===== src/rtl/muldiv_pkg.sv =====
// Shared encodings and helpers for the iterative multiply/divide unit.
// The optional macro MULDIV_EARLY_OUT_EN is consumed by muldiv_unit.
package muldiv_pkg;

  typedef enum logic [1:0] {
    OP_MULT  = 2'd0,
    OP_MULTU = 2'd1,
    OP_DIV   = 2'd2,
    OP_DIVU  = 2'd3
  } op_e;

  typedef enum logic [1:0] {
    S_IDLE = 2'd0,
    S_RUN  = 2'd1,
    S_FIX  = 2'd2,
    S_WB   = 2'd3
  } state_e;

  localparam int ITER_LAST = 31;

  function automatic logic is_mul(input op_e op);
    return (op == OP_MULT) || (op == OP_MULTU);
  endfunction

  function automatic logic is_signed_op(input op_e op);
    return (op == OP_MULT) || (op == OP_DIV);
  endfunction

endpackage


===== src/rtl/muldiv_negate.sv =====
// Combinational conditional two's-complement negation, used for operand
// magnitudes and for the sign fixup of products, quotients and remainders.
module muldiv_negate #(
  parameter int W = 64
) (
  input  logic         i_neg,
  input  logic [W-1:0] i_val,
  output logic [W-1:0] o_val
);

  assign o_val = i_neg ? (~i_val + W'(1)) : i_val;

endmodule


===== src/rtl/muldiv_unit.sv =====
// Iterative 32-bit MULT/MULTU/DIV/DIVU unit writing LO/HI to both register-file ports.
// Optional macro MULDIV_EARLY_OUT_EN: multiplies leave RUN once the remaining multiplier bits are zero.
//
// state  | meaning
// S_IDLE | waiting for i_start, operands latched on acceptance
// S_RUN  | one radix-2 multiply or restoring-divide step per cycle
// S_FIX  | sign fixup / divide-by-zero override, outputs registered
// S_WB   | write-back cycle, enables pulse
module muldiv_unit
  import muldiv_pkg::*;
#(
  parameter int XLEN = 32,
  parameter int ITER = ITER_LAST + 1
) (
  input  logic            i_clk,
  input  logic            i_rst,
  input  logic            i_start,
  input  logic [1:0]      i_op,
  input  logic [XLEN-1:0] i_operand_a,
  input  logic [XLEN-1:0] i_operand_b,
  input  logic [4:0]      i_dest_lo,
  input  logic [4:0]      i_dest_hi,
  output logic            o_busy,
  output logic [XLEN-1:0] o_write_data,
  output logic [4:0]      o_write_reg,
  output logic            o_sig_reg_write,
  output logic [XLEN-1:0] o_write_data2,
  output logic [4:0]      o_write_reg2,
  output logic            o_sig_reg_write2,
  output logic            o_div_by_zero
);

  localparam logic [4:0] LP_LAST = 5'(ITER - 1);

  state_e            r_state;
  op_e               r_op;
  logic [4:0]        r_cnt;
  logic [4:0]        r_dest_lo;
  logic [4:0]        r_dest_hi;
  logic              r_neg_lo;
  logic              r_neg_hi;
  logic              r_dbz;
  logic [XLEN-1:0]   r_dividend;
  logic [XLEN-1:0]   r_mplier;
  logic [2*XLEN-1:0] r_acc;
  logic [2*XLEN-1:0] r_mcand;

  logic              w_start_signed;
  logic              w_start_mul;
  logic [XLEN-1:0]   w_abs_a;
  logic [XLEN-1:0]   w_abs_b;
  logic              w_mul;
  logic [2*XLEN-1:0] w_acc_add;
  logic [XLEN:0]     w_rem_sh;
  logic [XLEN:0]     w_dvs;
  logic [XLEN:0]     w_sub;
  logic              w_ge;
  logic              w_done;
  logic [2*XLEN-1:0] w_prod;
  logic [XLEN-1:0]   w_quo;
  logic [XLEN-1:0]   w_rem;

  assign w_start_signed = is_signed_op(op_e'(i_op));
  assign w_start_mul    = is_mul(op_e'(i_op));
  assign w_mul          = is_mul(r_op);

  muldiv_negate #(.W(XLEN)) u_abs_a (
    .i_neg (w_start_signed & i_operand_a[XLEN-1]),
    .i_val (i_operand_a),
    .o_val (w_abs_a)
  );

  muldiv_negate #(.W(XLEN)) u_abs_b (
    .i_neg (w_start_signed & i_operand_b[XLEN-1]),
    .i_val (i_operand_b),
    .o_val (w_abs_b)
  );

  // Multiply adds the left-shifting multiplicand, so no final realignment is needed on early exit.
  assign w_acc_add = r_acc + r_mcand;

  // Restoring divide: shifted remainder is 33 bits wide because remainder < divisor <= 2^32-1.
  assign w_rem_sh = r_acc[2*XLEN-1:XLEN-1];
  assign w_dvs    = {1'b0, r_mcand[XLEN-1:0]};
  assign w_sub    = w_rem_sh - w_dvs;
  assign w_ge     = (w_rem_sh >= w_dvs);

`ifdef MULDIV_EARLY_OUT_EN
  assign w_done = (r_cnt == LP_LAST) || (w_mul && (r_mplier[XLEN-1:1] == '0));
`else
  assign w_done = (r_cnt == LP_LAST);
`endif

  muldiv_negate #(.W(2*XLEN)) u_fix_prod (
    .i_neg (r_neg_lo),
    .i_val (r_acc),
    .o_val (w_prod)
  );

  muldiv_negate #(.W(XLEN)) u_fix_quo (
    .i_neg (r_neg_lo),
    .i_val (r_acc[XLEN-1:0]),
    .o_val (w_quo)
  );

  muldiv_negate #(.W(XLEN)) u_fix_rem (
    .i_neg (r_neg_hi),
    .i_val (r_acc[2*XLEN-1:XLEN]),
    .o_val (w_rem)
  );

  always_ff @(posedge i_clk) begin
    if (i_rst) begin
      r_state          <= S_IDLE;
      r_op             <= OP_MULT;
      r_cnt            <= '0;
      r_dest_lo        <= '0;
      r_dest_hi        <= '0;
      r_neg_lo         <= 1'b0;
      r_neg_hi         <= 1'b0;
      r_dbz            <= 1'b0;
      r_dividend       <= '0;
      r_mplier         <= '0;
      r_acc            <= '0;
      r_mcand          <= '0;
      o_busy           <= 1'b0;
      o_write_data     <= '0;
      o_write_reg      <= '0;
      o_sig_reg_write  <= 1'b0;
      o_write_data2    <= '0;
      o_write_reg2     <= '0;
      o_sig_reg_write2 <= 1'b0;
      o_div_by_zero    <= 1'b0;
    end else begin
      o_sig_reg_write  <= 1'b0;
      o_sig_reg_write2 <= 1'b0;
      case (r_state)
        S_IDLE: begin
          if (i_start) begin
            r_op       <= op_e'(i_op);
            r_dest_lo  <= i_dest_lo;
            r_dest_hi  <= i_dest_hi;
            r_cnt      <= '0;
            r_dividend <= i_operand_a;
            r_mplier   <= w_abs_b;
            r_neg_lo   <= w_start_signed & (i_operand_a[XLEN-1] ^ i_operand_b[XLEN-1]);
            r_neg_hi   <= w_start_signed & ~w_start_mul & i_operand_a[XLEN-1];
            r_dbz      <= ~w_start_mul & (i_operand_b == '0);
            r_acc      <= w_start_mul ? '0 : {{XLEN{1'b0}}, w_abs_a};
            r_mcand    <= w_start_mul ? {{XLEN{1'b0}}, w_abs_a} : {{XLEN{1'b0}}, w_abs_b};
            o_busy     <= 1'b1;
            r_state    <= S_RUN;
          end
        end
        S_RUN: begin
          r_cnt <= r_cnt + 5'd1;
          if (w_mul) begin
            if (r_mplier[0]) r_acc <= w_acc_add;
            r_mcand  <= r_mcand << 1;
            r_mplier <= r_mplier >> 1;
          end else if (w_ge) begin
            r_acc <= {w_sub[XLEN-1:0], r_acc[XLEN-2:0], 1'b1};
          end else begin
            r_acc <= {r_acc[2*XLEN-2:0], 1'b0};
          end
          if (w_done) r_state <= S_FIX;
        end
        S_FIX: begin
          if (w_mul) begin
            o_write_data  <= w_prod[XLEN-1:0];
            o_write_data2 <= w_prod[2*XLEN-1:XLEN];
          end else if (r_dbz) begin
            o_write_data  <= '1;
            o_write_data2 <= r_dividend;
          end else begin
            o_write_data  <= w_quo;
            o_write_data2 <= w_rem;
          end
          o_write_reg      <= r_dest_lo;
          o_write_reg2     <= r_dest_hi;
          o_sig_reg_write  <= (r_dest_lo != 5'd0);
          o_sig_reg_write2 <= (r_dest_hi != 5'd0);
          o_div_by_zero    <= r_dbz;
          r_state          <= S_WB;
        end
        S_WB: begin
          o_busy        <= 1'b0;
          o_div_by_zero <= 1'b0;
          r_state       <= S_IDLE;
        end
        default: r_state <= S_IDLE;
      endcase
    end
  end

endmodule


===== config.mk =====
export PLATFORM = sky130hd
export DESIGN_NAME = muldiv_unit
export DESIGN_NICKNAME = d
export VERILOG_FILES = /design/src/rtl/muldiv_pkg.sv /design/src/rtl/muldiv_negate.sv /design/src/rtl/muldiv_unit.sv
export SDC_FILE = /design/constraint.sdc
export NUM_CORES = 1
export LEC_CHECK = 0
export ABC_AREA = 0
export CORE_MARGIN = 3
export CORE_UTILIZATION = 35
export DETAILED_ROUTE_END_ITERATION = 10
export PLACE_DENSITY = 0.54
export SLEW_MARGIN = 20
export SYNTH_ARGS = -nofsm -noshare
export SYNTH_HDL_FRONTEND = slang
export SYNTH_SLANG_ARGS = --single-unit

===== constraint.sdc =====
create_clock -name i_clk -period 3.2 [get_ports i_clk]
set_input_delay 0.48 -clock i_clk [delete_from_list [all_inputs] [get_ports i_clk]]
set_output_delay 0.48 -clock i_clk [all_outputs]
set_load 0.01 [all_outputs]

==> flow_summary.ini, run 1 <==
[logic_synthesis]
synth_flop_cell = dfxtp_1
yosysWarnings = 0
synth.net_count = 3082
ys_seq_area_frac = 0.273
syn_area_um2 = 21300
synth_edf_count = 0
ys_ff_latch = 291
synth.area.top_cells = dfxtp_1, nand2_1, a21oi_1
syn_area_per_cell_um2 = 7.36
synthArstFlopShare = 0
syn-instance-count = 2896
yosys.area.top_type_share = 0.273
synth_top_cell_by_area = dfxtp_1
synth_cell_type_count = 79

[detailed_routing]
vias = 23800
wire_per_inst_um = 21.7
ant_nets = 0
wl_um = 90900
viasPerCell = 5.66
drc = 0
firstDrtPassIters = 8
drtIter0Drc = 1840

[sta]
setup_ws_ps = -85.4
setup_tns_ps = -330
slew_headroom = 0.447
fin_crit_sh = 1.03
hold_violations = 0
finalMaxSlewViolations = 0
rsz0062_at_grt = yes
skew_ps = 23.5
fmax_mhz = 304
tightest_slew_ps = 827
finalSetupViolCount = 8
finalCriticalPeriod_ps = 3290

[floorplanning]
dieArea_um2 = 63900
start_util = 0.357
core_um2 = 59700
io_pins = 157
die_x_um = 253
num_rows = 89
die_h_um = 253

[placement]
gp_congestion = 0.963
dp_slack_ps = -488
hpwl_um = 70200
dpl_cell_area_um2 = 26900
port_buffers = 156

[worst_setup_path]
timing.rr.start = r_mcand[1]
crit_slowest_cell = dfxtp_4
r2r-end = r_acc[60]
crit_required_ps = 3690
critPathKind = reg2reg
timing.critical_path.buf_inv = 4
cp-start-kind = flip-flop
cp_max_fo = 3
path_cells = buf_6 > clkinvlp_4 > buf_4 > fa_2 > a211oi_2 > o21a_1 > buf_4 > o311ai_1 > nand3_1 > nand3_1 > a21oi_1 > nor3_1 > o31ai_2 > mux2i_1 > nand3_1 > a21oi_1
cp.arrival_ps = 3780
critPathMaxStageDelay_ps = 380
critical_path.most_common_cell = nand3_1
cp-end-kind = flip-flop
reg2reg_slack_ps = -90
cp_top_family = compound AO/OA/AOI/OAI gates
rr_worst_depth = 16

[cts]
insertion_delay_ps = 570
clock-root-buffer = clkbuf_16
cts_buffer_depth = 3
clkTransAtPathRegs_ps = 60
tritoncts = yes
cts_sinks = 291
htree_levels = 2
cts_inserted_buffers = 37

[cells_and_area]
reg.largest.list = r_acc x64, r_mcand x64
stdcell_area_um2 = 29300
nFillCells = 5868
num-nets-final = 3585
antenna_cells = 0
drive_gt1_frac = 0.230
area_growth_pct = 37.6

[hold_path]
holdPathStages = 2
holdPathEnd = o_write_data2[29]
hold_path_startpoint = i_rst
hold_class = in2reg

[power]
p_leak_nw = 11.9
power_density_nw_per_um2 = 725
power_mw = 21.3
peakVddDrop_uv = 478

[status]
violations = negative setup slack
run_status = finished with violations

[global_route]
grt_max_degree = 161
overflow = 0
grtUsageTotal = 0.271
antenna_found_initial = 3
grt_pass1_wl_um = 134000
first_global_vias = 22700

[job]
cap_viol_max_count = 0
placed cells by master, fill, tap and decap left out, drive strengths merged, types with 19 or more instances in the layout:
cell and count:
a211oi 143, a21o 63, a21oi 273, a221oi 26, a22oi 45, a31oi 20, buf 525, clkbuf 53
clkdlybuf4s50 154, dfxtp 291, ha 105, inv 65, mux2i 61, nand2 370, nand2b 29, nand3 37
nand4 28, nor2 291, nor2b 37, nor3 73, nor4 22, o211ai 32, o21ai 211, o31ai 30
or3 19, xnor2 106, xor2 98
worst max path at each step:
| stage | from | endpoint | slack (ps) | cells after the start |
|---|---|---|---|---|
| 2_1_floorplan | r_acc[0] | r_acc[60] | 60 | 13 |
| 3_3_place_gp | i_operand_b[6] | r_mcand[29] | -420 | 10 |
| 3_5_place_dp | i_operand_b[6] | r_mcand[29] | -490 | 10 |
| 4_1_cts | r_mcand[1] | r_acc[41] | -50 | 14 |
| 5_1_grt | r_mcand[1] | r_acc[60] | -230 | 16 |
| 6_report | r_mcand[1] | r_acc[60] | -90 | 16 |
routing by layer:
layer	global-route usage	vias up	part of all wire
li1	-	11500	-
met1	0.332	11400	0.41
met2	0.456	733	0.47
met3	0.0572	208	0.063
met4	0.125	6	0.049
met5	0	-	0.00045
cell families after synthesis:
family / count (synthesis) / share of synthesized area
fa+ha+maj: 107 / 0.0635
compound gates: 956 / 0.286
xor+xnor: 204 / 0.0838
mux: 69 / 0.0329
flops: 291 / 0.273
simple gates: 984 / 0.210
buf+inv: 285 / 0.0505
through the flow:
stage                     std cells  hold WS [ps]   util
after detailed placement       4110           443  0.451
after floorplan                2896           432      -
after CTS                      4180           359  0.476
final                          4197           382  0.492
after global placement         4110           439  0.451
after global routing           4197           408  0.492
power breakdown:
group          internal (mW)  total [mW]  switching, mW  leakage, nW
sequential              4.47        5.16          0.687         2.38
combinational           4.97        11.8           6.79         8.89
clock                   2.64        4.37           1.73        0.604
final cells by class:
class / instances / area (µm²) / share of cell area
clock inverters: 13 / 178 / 0.00605
well taps: 773 / 967 / 0.0330
clock buffers: 51 / 1060 / 0.0362
inverters: 68 / 267 / 0.00908
flip-flops and latches: 291 / 5860 / 0.200
repair buffers: 681 / 5680 / 0.194
multi-input cells: 2320 / 15300 / 0.522
cells in the mapped netlist, drive strengths merged (19+ instances only):
cell and n:
nor4 22, nand2b 29, nand3 37, a211oi 143
dfxtp 291, clkbuf 202, xnor2 106, a221oi 26
a21oi 273, a22oi 45, o31ai 30, nor2b 37
mux2i 61, ha 105, or3 19, nand4 28
xor2 98, inv 67, a21o 63, nor2 291
o21ai 211, nor3 73, o211ai 32, a31oi 20
nand2 370
what timing repair did:
item	in CTS	in global routing
gates cloned	0	2
setup endpoints to repair	39	56
pin swaps	19	86
hold buffers	0	0
resized for setup	51	201
setup buffers	6	18
No activity file was read; power rests on OpenSTA's default activity.
==> run 2: changes to the inputs <==
- HOLD_SLACK_MARGIN: unset -> 0.1
==> results of run 2 <==
Same layout as run 1: the final DEF is identical, and so are final timing and power.
==> run 3: changes to the inputs <==
- SLEW_MARGIN: 20 -> unset
==> results of run 3 <==
Same layout as run 1: the final DEF is identical, and so are final timing and power.
